## src/rtl/hlsm_pkg.sv

```systemverilog
// hlsm_pkg
//   Shared types for the iterative differential-equation HLSM.
//   - state_t   : controller states (WAIT, LOAD, CHK, M1..M5, UPD, FINAL)
//   - mul_sel_t : operand pair steered into the single shared multiplier
//   - mul_sel() : state -> operand pair mapping used by the datapath mux
package hlsm_pkg;

    typedef enum logic [3:0] {
        S_WAIT,
        S_LOAD,
        S_CHK,
        S_M1,
        S_M2,
        S_M3,
        S_M4,
        S_M5,
        S_UPD,
        S_FINAL
    } state_t;

    typedef enum logic [2:0] {
        OP_NONE,
        OP_K_X,     // t1 = K  * x
        OP_U_DX,    // t2 = u  * dx
        OP_T1_T2,   // t3 = t1 * t2
        OP_K_Y,     // t5 = K  * y
        OP_T5_DX    // t6 = t5 * dx
    } mul_sel_t;

    // Each multiply state owns exactly one product; every other state
    // leaves the multiplier idle with zero operands.
    function automatic mul_sel_t mul_sel(input state_t s);
        mul_sel_t r;
        r = OP_NONE;
        case (s)
            S_M1:    r = OP_K_X;
            S_M2:    r = OP_U_DX;
            S_M3:    r = OP_T1_T2;
            S_M4:    r = OP_K_Y;
            S_M5:    r = OP_T5_DX;
            default: r = OP_NONE;
        endcase
        return r;
    endfunction

endpackage

```

## src/rtl/hlsm_mul.sv

```systemverilog
// hlsm_mul
//   Signed WIDTH x WIDTH combinational multiplier returning the low WIDTH
//   bits of the full product (two's-complement wrap, no overflow flag).
//   Ports:
//     a, b : signed operands
//     p    : low WIDTH bits of a*b
module hlsm_mul #(
    parameter int WIDTH = 32
) (
    input  logic [WIDTH-1:0] a,
    input  logic [WIDTH-1:0] b,
    output logic [WIDTH-1:0] p
);

    // Evaluated at WIDTH bits: the low half of a signed product is the same
    // bit pattern as the truncated full-width signed product.
    assign p = $signed(a) * $signed(b);

endmodule

```

## src/rtl/hlsm_diffeq_iter.sv

```systemverilog
// hlsm_diffeq_iter
//   Iterative HLSM for the differential-equation kernel. While x < a (signed)
//   and fewer than MAX_ITER steps have run, each step computes
//     u' = u - K*x*u*dx - K*y*dx,  y' = y + u*dx,  x' = x + dx
//   with all five products time-shared on one multiplier (M1..M5), so a
//   step costs 7 cycles (CHK, M1..M5, UPD).
//   Ports:
//     Clk, Rst        : clock (rising edge), async active-low reset
//     Start           : run request, only honoured in WAIT
//     u, x, y, dx, a  : signed initial state, step and bound
//     Done            : one-cycle completion pulse
//     Busy            : high in every state except WAIT
//     u1, x1, y1      : signed final state, held until next FINAL
//     Iter            : iterations executed in the last run
//     Limit           : last run stopped on MAX_ITER with x < a still true
module hlsm_diffeq_iter
    import hlsm_pkg::*;
#(
    parameter int WIDTH    = 32,
    parameter int MAX_ITER = 255,   // must be >= 1
    parameter int COEF     = 3
) (
    input  logic                            Clk,
    input  logic                            Rst,
    input  logic                            Start,
    input  logic [WIDTH-1:0]                u,
    input  logic [WIDTH-1:0]                x,
    input  logic [WIDTH-1:0]                y,
    input  logic [WIDTH-1:0]                dx,
    input  logic [WIDTH-1:0]                a,
    output logic                            Done,
    output logic                            Busy,
    output logic [WIDTH-1:0]                u1,
    output logic [WIDTH-1:0]                x1,
    output logic [WIDTH-1:0]                y1,
    output logic [$clog2(MAX_ITER+1)-1:0]   Iter,
    output logic                            Limit
);

    localparam int             IW       = $clog2(MAX_ITER+1);
    localparam logic [WIDTH-1:0] K      = WIDTH'(COEF);
    localparam logic [IW-1:0]  ITER_MAX = IW'(MAX_ITER);

    state_t state_q, state_d;

    // working registers
    logic [WIDTH-1:0] ur, xr, yr, dxr, ar;
    logic [WIDTH-1:0] t1, t2, t3, t5, t6;
    logic [IW-1:0]    it;

    // shared multiplier
    logic [WIDTH-1:0] op_a, op_b, prod;

    logic x_lt_a;
    assign x_lt_a = $signed(xr) < $signed(ar);

    assign Busy = (state_q != S_WAIT);

    // ---------------- controller ----------------
    always_ff @(posedge Clk or negedge Rst) begin
        if (!Rst) state_q <= S_WAIT;
        else      state_q <= state_d;
    end

    always_comb begin
        state_d = state_q;
        case (state_q)
            S_WAIT:  if (Start) state_d = S_LOAD;
            S_LOAD:  state_d = S_CHK;
            // while-loop test: zero iterations are legal
            S_CHK:   state_d = (x_lt_a && (it < ITER_MAX)) ? S_M1 : S_FINAL;
            S_M1:    state_d = S_M2;
            S_M2:    state_d = S_M3;
            S_M3:    state_d = S_M4;
            S_M4:    state_d = S_M5;
            S_M5:    state_d = S_UPD;
            S_UPD:   state_d = S_CHK;
            S_FINAL: state_d = S_WAIT;
            default: state_d = S_WAIT;
        endcase
    end

    // ---------------- operand steering ----------------
    always_comb begin
        op_a = '0;
        op_b = '0;
        case (mul_sel(state_q))
            OP_K_X:   begin op_a = K;  op_b = xr;  end
            OP_U_DX:  begin op_a = ur; op_b = dxr; end
            OP_T1_T2: begin op_a = t1; op_b = t2;  end
            OP_K_Y:   begin op_a = K;  op_b = yr;  end
            OP_T5_DX: begin op_a = t5; op_b = dxr; end
            default:  begin op_a = '0; op_b = '0;  end
        endcase
    end

    hlsm_mul #(.WIDTH(WIDTH)) u_mul (
        .a (op_a),
        .b (op_b),
        .p (prod)
    );

    // ---------------- datapath ----------------
    always_ff @(posedge Clk or negedge Rst) begin
        if (!Rst) begin
            ur    <= '0;
            xr    <= '0;
            yr    <= '0;
            dxr   <= '0;
            ar    <= '0;
            t1    <= '0;
            t2    <= '0;
            t3    <= '0;
            t5    <= '0;
            t6    <= '0;
            it    <= '0;
            u1    <= '0;
            x1    <= '0;
            y1    <= '0;
            Iter  <= '0;
            Limit <= 1'b0;
            Done  <= 1'b0;
        end else begin
            // Done is only ever set on the FINAL edge, so it drops on the
            // following edge regardless of whether a new run is accepted.
            Done <= (state_q == S_FINAL);
            case (state_q)
                S_LOAD: begin
                    xr  <= x;
                    ur  <= u;
                    yr  <= y;
                    dxr <= dx;
                    ar  <= a;
                    it  <= '0;
                end
                S_M1: t1 <= prod;
                S_M2: t2 <= prod;
                S_M3: t3 <= prod;
                S_M4: t5 <= prod;
                S_M5: t6 <= prod;
                S_UPD: begin
                    ur <= ur - t3 - t6;
                    yr <= yr + t2;
                    xr <= xr + dxr;
                    it <= it + IW'(1);
                end
                S_FINAL: begin
                    u1    <= ur;
                    x1    <= xr;
                    y1    <= yr;
                    Iter  <= it;
                    // CHK only exits with x < a still true when the bound hit
                    Limit <= x_lt_a;
                end
                default: ;
            endcase
        end
    end

endmodule

```

## config.mk

```make
export PLATFORM = sky130hd
export DESIGN_NAME = hlsm_diffeq_iter
export DESIGN_NICKNAME = d
export VERILOG_FILES = /design/src/rtl/hlsm_pkg.sv /design/src/rtl/hlsm_mul.sv /design/src/rtl/hlsm_diffeq_iter.sv
export SDC_FILE = /design/constraint.sdc
export NUM_CORES = 2
export LEC_CHECK = 0
export ABC_CLOCK_PERIOD_IN_PS = 9660
export CORE_AREA = 2 2 266 268
export CTS_BUF_LIST = sky130_fd_sc_hd__clkbuf_4 sky130_fd_sc_hd__clkbuf_8 sky130_fd_sc_hd__clkbuf_16
export CTS_CLUSTER_SIZE = 12
export DETAILED_ROUTE_END_ITERATION = 16
export DIE_AREA = 0 0 268 270
export GPL_TIMING_DRIVEN = 0
export MAX_ROUTING_LAYER = met4
export PLACE_DENSITY = 0.78
export SLEW_MARGIN = 40
export SYNTH_ARGS = -nofsm -noshare
export SYNTH_HDL_FRONTEND = slang
export SYNTH_SLANG_ARGS = --single-unit
```

## constraint.sdc

```tcl
create_clock -name Clk -period 9.66 [get_ports Clk]
set_input_delay 1.932 -clock Clk [delete_from_list [all_inputs] [get_ports Clk]]
set_output_delay 1.932 -clock Clk [all_outputs]
set_load 0.005 [all_outputs]
```

# Yosys cells after proc, flatten, opt, wreduce, memory -nomap -nowiden
# Cells that the tools add are included.
[word_totals] reg_bits=438 out_inout_bits=107
[op_classes] add_sub_neg=5 multipliers=1 order_cmp=2 n_eq_ne=15 n_mux=10 reduce_logical=7
[op_table] op="32-bit one-hot mux with 4 select lines" n=2
[op_table] op="32-bit one-hot mux with 2 select lines" n=3
[op_table] op="32-bit adder" n=2
[op_table] op="32-bit subtractor" n=2
[op_table] op="32-bit less-than comparator" n=1
[op_table] op="32-bit by 32-bit multiplier with 32-bit output" n=1
[op_table] op="4-bit one-hot mux with 8 select lines" n=1
[op_table] op="4-bit by 3-bit == test with 1-bit output (second input constant)" n=4
[op_table] op="8-bit one-hot mux with 2 select lines" n=1
[op_table] op="3-bit one-hot mux with 5 select lines" n=1
[op_table] op="8-bit by 1-bit adder with 8-bit output (second input constant)" n=1
[op_table] op="4-bit by 2-bit == test with 1-bit output (second input constant)" n=2
[op_table] op="4-bit == test (second input constant)" n=2
[op_table] op="8-bit less-than comparator (second input constant)" n=1
[op_table] op="4-bit 2-to-1 mux" n=2
[op_table] op="3-bit by 2-bit == test with 1-bit output (second input constant)" n=2
[op_table] op="3-bit == test (second input constant)" n=2
[op_table] op="2-bit OR reduction" n=3
[op_table] op="4-bit by 1-bit == test with 1-bit output (second input constant)" n=1
[op_table] op="4-bit zero test" n=1
[op_table] op="4-bit nonzero test" n=1
[op_table] op="3-bit by 1-bit == test with 1-bit output (second input constant)" n=1
[op_table] op="2-bit != test (second input constant)" n=1
[op_table] op="2-bit nonzero test" n=1
[op_table] op="1-bit logical AND" n=1

# Logic depth before layout (Yosys ltp)
[depth] ltp_word=6 depth_mapped=35 depth_no_buf=31

# Modules after synthesis
# A second synthesis with hierarchy kept.
[hier_totals] hier_cells=4273 hier_area_um2=40645.2
[modules_own_cells] module="hlsm_diffeq_iter" n_inst=1 cells_each=2456 area_per_inst_um2=24349.6 seq_area_each_um2=10960.5
[modules_own_cells] module="hlsm_mul" n_inst=1 cells_each=1817 area_per_inst_um2=16295.6 seq_area_each_um2=0.0

# Least setup slack after synthesis
# Ideal clock, no wire load.
[synth_timing] path_type="reg2reg" start="reg state_q[2]" end="reg t2[31]" setup_time_ps=135 arrival_time_ps=8181 required_time_ps=9525 slack_ps=1343 path_stages_with_launch=35 cell_sequence="dfrtp_1 -> buf_2 -> inv_1 -> nor2_1 -> buf_2 -> buf_4 -> buf_2 -> clkbuf_1 -> and2_1 -> clkbuf_1 -> nand2_1 -> fa_1 -> inv_1 -> fa_1 -> inv_1 -> fa_1 -> inv_1 -> fa_1 -> inv_1 -> fa_1 -> fa_1 -> fa_1 -> inv_1 -> fa_1 -> xnor2_1 -> xnor2_1 -> xnor2_1 -> xnor2_1 -> xnor2_1 -> xnor2_1 -> xnor2_1 -> xnor3_1 -> xnor3_1 -> xnor2_2 -> o21ai_1"
[synth_via] elab_chain_len=6 word_cells_on_any_way=16 cone_classes="mul: 1; eq/ne: 10; mux: 3; reduce/logical: 2"
[synth_rtl] item="from (decl)" line="hlsm_diffeq_iter.sv:44" source="state_t state_q, state_d;"
[synth_rtl] item="from (signal assigned)" line="hlsm_diffeq_iter.sv:62" source="else state_q <= state_d;"
[synth_rtl] item="4-bit by 3-bit == test with 1-bit output, or another cell as far along" line="hlsm_pkg.sv:35" source="case (s)"
[synth_rtl] item="3-bit one-hot mux with 5 select lines" line="hlsm_pkg.sv:35"
[synth_rtl] item="3-bit == test, or another cell as far along" line="hlsm_diffeq_iter.sv:87" source="case (mul_sel(state_q))"
[synth_rtl] item="2-bit OR reduction (no source line)"
[synth_rtl] item="32-bit one-hot mux with 4 select lines" line="hlsm_diffeq_iter.sv:87"
[synth_rtl] item="32-bit by 32-bit multiplier with 32-bit output" line="hlsm_mul.sv:17" source="assign p = $signed(a) * $signed(b);"
[synth_rtl] item="to (signal assigned)" line="hlsm_diffeq_iter.sv:137" source="S_M2: t2 <= prod;"
[synth_rtl] item="to (decl)" line="hlsm_diffeq_iter.sv:48" source="logic [WIDTH-1:0] t1, t2, t3, t5, t6;"
# Several ways; a longest one is shown, not always the timed one.
# A chain may end at the register's enable or synchronous reset.

# Worst setup path after layout
[layout_timing] start="reg state_q[2]" end="reg t6[28]"
[layout_via] elab_chain_len=6 word_cells_on_any_way=16 cone_classes="mul: 1; eq/ne: 10; mux: 3; reduce/logical: 2"
[layout_rtl] item="4-bit by 3-bit == test with 1-bit output, or another cell as far along" line="hlsm_pkg.sv:35, hlsm_diffeq_iter.sv:127"
[layout_rtl] item="3-bit one-hot mux with 5 select lines" line="hlsm_pkg.sv:35"
[layout_rtl] item="3-bit == test, or another cell as far along" line="hlsm_diffeq_iter.sv:87"
[layout_rtl] item="2-bit OR reduction (no source line)"
[layout_rtl] item="32-bit one-hot mux with 4 select lines" line="hlsm_diffeq_iter.sv:87"
[layout_rtl] item="32-bit by 32-bit multiplier with 32-bit output" line="hlsm_mul.sv:17"
[layout_rtl] item="to (signal assigned)" line="hlsm_diffeq_iter.sv:140" source="S_M5: t6 <= prod;"
[layout_rtl] item="to (decl)" line="hlsm_diffeq_iter.sv:48"
# Several ways; a longest one is shown, not always the timed one.

==> run_results.csv <==
group,metric,value,unit
yosys,synth_warnings,0,
global_routing,grt_max_degree,77,
route,viasPerCell,6.16,
yosys,async_reset_ff_share,100,%
timing,hold_ws,0.478,ns
yosys,synthDistinctLibCells,70,
yosys,ys_ff_latch,438,
setup_path,slowest_delay,0.65,ns
timing,worst_pin_slew,0.927,ns
route,drt_iter0_markers,4048,
setup_path,critPathMostFrequentCell,"fa_1",
placement,io_buffers,269,
setup_path,crit_family,"adder cells",
global_routing,grt_use_total,43.6,%
power,leakage,22.1,nW
global_routing,grt_antenna_before_repair,13,
power,p_per_area,395,mW/mm²
floorplan,ioPinCount,270,
route,route.detailed.drc,0,
clock_tree,clockRootBuffer,"clkbuf_16",
timing,fmax,105,MHz
timing,skew,0.0317,ns
route,vias,35200,
power,combPwrFrac,69.9,%
timing,relSlewSlack,37.8,%
clock_tree,cts_tree,"done",
global_routing,grt_pass1_vias,35500,
placement,routabilityCongestion,1.04,
power,p_sw,0.00996,W
floorplan,dieArea,0.0724,mm²
power,internal-power,0.00842,W
setup_path,cp-start-kind,"flop",
placement,dpl_cell_area,0.0444,mm²
clock_tree,cts_buffer_depth,3,
timing,hold_viol_final,0,
setup_path,worstPathArrival,9.95,ns
global_routing,grt_pass1_wl,224000,µm
timing,slew_viol_final,0,
clock_tree,clkLatencyLatePin,0.62,ns
power,sw_frac_of_total,54.2,%
yosys,synthFlopType,"dfrtp_1",
setup_path,critical_path_peak_fanout,10,
setup_path,crit_required,10.12,ns
route,wl_per_cell,26.4,µm
setup_path,path_buf_inv,13,
route,drt_wl_total,151000,µm
route,ant_nets,0,
floorplan,start_util,57.6,%
setup_path,critPathSlowestCell,"fa_1",
timing,min_period_over_period,98.2,%
clock_tree,path_clk_slew,0.07,ns
cells_and_area,drive_gt1_share,9.10,%
cells_and_area,final_cell_mix,"619 x nand2_1, 612 x inv_1, 440 x fa_1",
cells_and_area,multi_input_area,0.0264,mm²
cells_and_area,fin_util,66.9,%
yosys,avgSynthCellArea,9.16,µm²
floorplan,die-height,270,µm
clock_tree,h-tree-depth,2,
cells_and_area,final_common_cell,"nand2_1",
min_path,hp-class,"flop to flop",
floorplan,row_count,97,
clock_tree,cts_made_buffers,47,
floorplan,die_w,268,µm
cells_and_area,finalInstanceArea,0.0465,mm²
floorplan,fp.coreArea,0.0695,mm²
yosys,synth-edff-count,0,
timing,setup_viol,0,
yosys,ys_seq_area_share,27.4,%
power,pwr-share-clk,10.4,%
yosys,syn_nets,5254,
setup_path,cp-end-kind,"flop",
yosys,synthCells,4373,
yosys,syn_area,0.0400,mm²
power,irDropWorstVdd,398,µV
timing,period_minus_slack,9.48,ns
run,maxCapViolations,0,
power,pwr-share-seq,19.8,%
global_routing,grt_overflow_total,0,
cells_and_area,area_growth,16.2,%
clock_tree,hold_buffers,0,
setup_path,crit_type,"flop to flop",
cells_and_area,fillers,5632,
placement,place_hpwl,122000,µm
run_status,outcome,"finished, final reports clean",
clock_tree,clock-sinks,438,
cells_and_area,seq_area,0.0110,mm²
route,drtPass1Iterations,7,
power,fin_total_pwr,0.0184,W
cells_and_area,finish.net_count,5606,
==> metrics by stage <==
stage / setup TNS, ns / setup slack (ns) / std cells
after floorplan: 0 / 1.34 / 4373
after global placement: -5601.43 / -12.66 / 5582
after detailed placement: -45.56 / -0.958 / 5606
after CTS: 0 / 0.0111 / 5688
after global routing: -0.111 / -0.0554 / 5706
final: 0 / 0.178 / 5708
==> worst reg2reg max path: cells and delay by family (launching register included) <==
kind,cells,cell delay [ns]
xor gates and xnor gates,1,0.18
AOI/OAI and AO/OA,2,0.44
and+or+nand+nor,7,1.59
buffers and inverters,13,2.10
adders and majority gates,9,4.59
DFF,1,0.40
==> state kept, by name, indices dropped and copies added, names as in the netlist <==
signal / count
Done: 1
Iter: 8
Limit: 1
ar: 32
dxr: 32
it: 8
state_q: 4
t1: 32
t2: 32
t3: 32
t5: 32
t6: 32
u1: 32
ur: 32
x1: 32
xr: 32
y1: 32
yr: 32
==> cell usage after synthesis (31+ instances only) <==
master,instances,area share (%)
a21o_1,68,1.3
clkbuf_1,160,1.5
nor2_1,437,4.1
a31oi_1,46,0.72
nand3_1,33,0.41
inv_1,612,5.7
a21oi_1,116,1.5
dfrtp_1,438,27
a22o_1,31,0.68
mux2_2,141,4.0
nand2b_1,45,0.70
fa_1,441,22
xor2_1,50,1.1
ha_1,277,8.7
nand2_1,625,5.9
xnor2_1,104,2.3
o21ai_0,276,3.4
a22oi_1,83,1.6
nor2b_1,33,0.52
==> final timing paths <==
path / startpoint / cells past startpoint / slack (ns) / end
min in group asynchronous: Rst / 1 / 1.22 / Iter[7]$_DFFE_PN0P_
worst min register to register: t5[2]$_DFFE_PN0P_ / 2 / 0.48 / t5[2]$_DFFE_PN0P_
worst max-delay path: state_q[2]$_DFFE_PN0P_ / 32 / 0.18 / t6[28]$_DFFE_PN0N_
worst max register to register: state_q[2]$_DFFE_PN0P_ / 32 / 0.18 / t6[28]$_DFFE_PN0N_
max in group asynchronous: Rst / 3 / 7.31 / y1[7]$_DFFE_PN0P_
worst min-delay path: t5[2]$_DFFE_PN0P_ / 2 / 0.48 / t5[2]$_DFFE_PN0P_
==> metal layers <==
layer,global-route usage [%],wire (µm),up-vias
li1,-,-,14900
met1,57.3,58300,17500
met2,63.5,65500,2197
met3,11.2,18500,518
met4,20.0,8730,0
met5,-,0,-
==> cells by family after synthesis <==
logic type | after synthesis | synth area share, %
AOI/OAI and AO/OA | 788 | 12.6
xor gates and xnor gates | 159 | 3.65
adders and majority gates | 718 | 30.7
buffers and inverters | 811 | 7.75
DFF | 438 | 27.4
muxes | 151 | 4.22
and+or+nand+nor | 1308 | 13.7
==> power by group through the flow <==
stage	Clock [W]	Sequential (W)	Combinational, W
final	0.00191	0.00363	0.0128
after global routing	0.00197	0.00366	0.0137
after CTS	0.00190	0.00357	0.0122
after detailed placement	0	0.00360	0.0119
after global placement	0	0.00357	0.0116
after floorplan	0	0.00312	0.00736
==> cell type report <==
cell class	count	share of cell area [%]
Sequential cell	438	23.6
Multi-Input combinational cell	3124	56.9
Tap cell	940	2.53
Clock buffer	69	3.07
Antenna cell	12	0.0646
Timing Repair Buffer	310	6.70
Inverter	612	4.94
Clock inverter	11	0.377
Buffer	192	1.91
==> what timing repair did <==
| item | in CTS | in global routing |
|---|---|---|
| setup endpoints to repair | 90 | 65 |
| gates resized for setup | 41 | 84 |
| buffers inserted | 3 | 13 |
| pin swaps | 2 | 5 |
(Power assumes the default switching activity.)
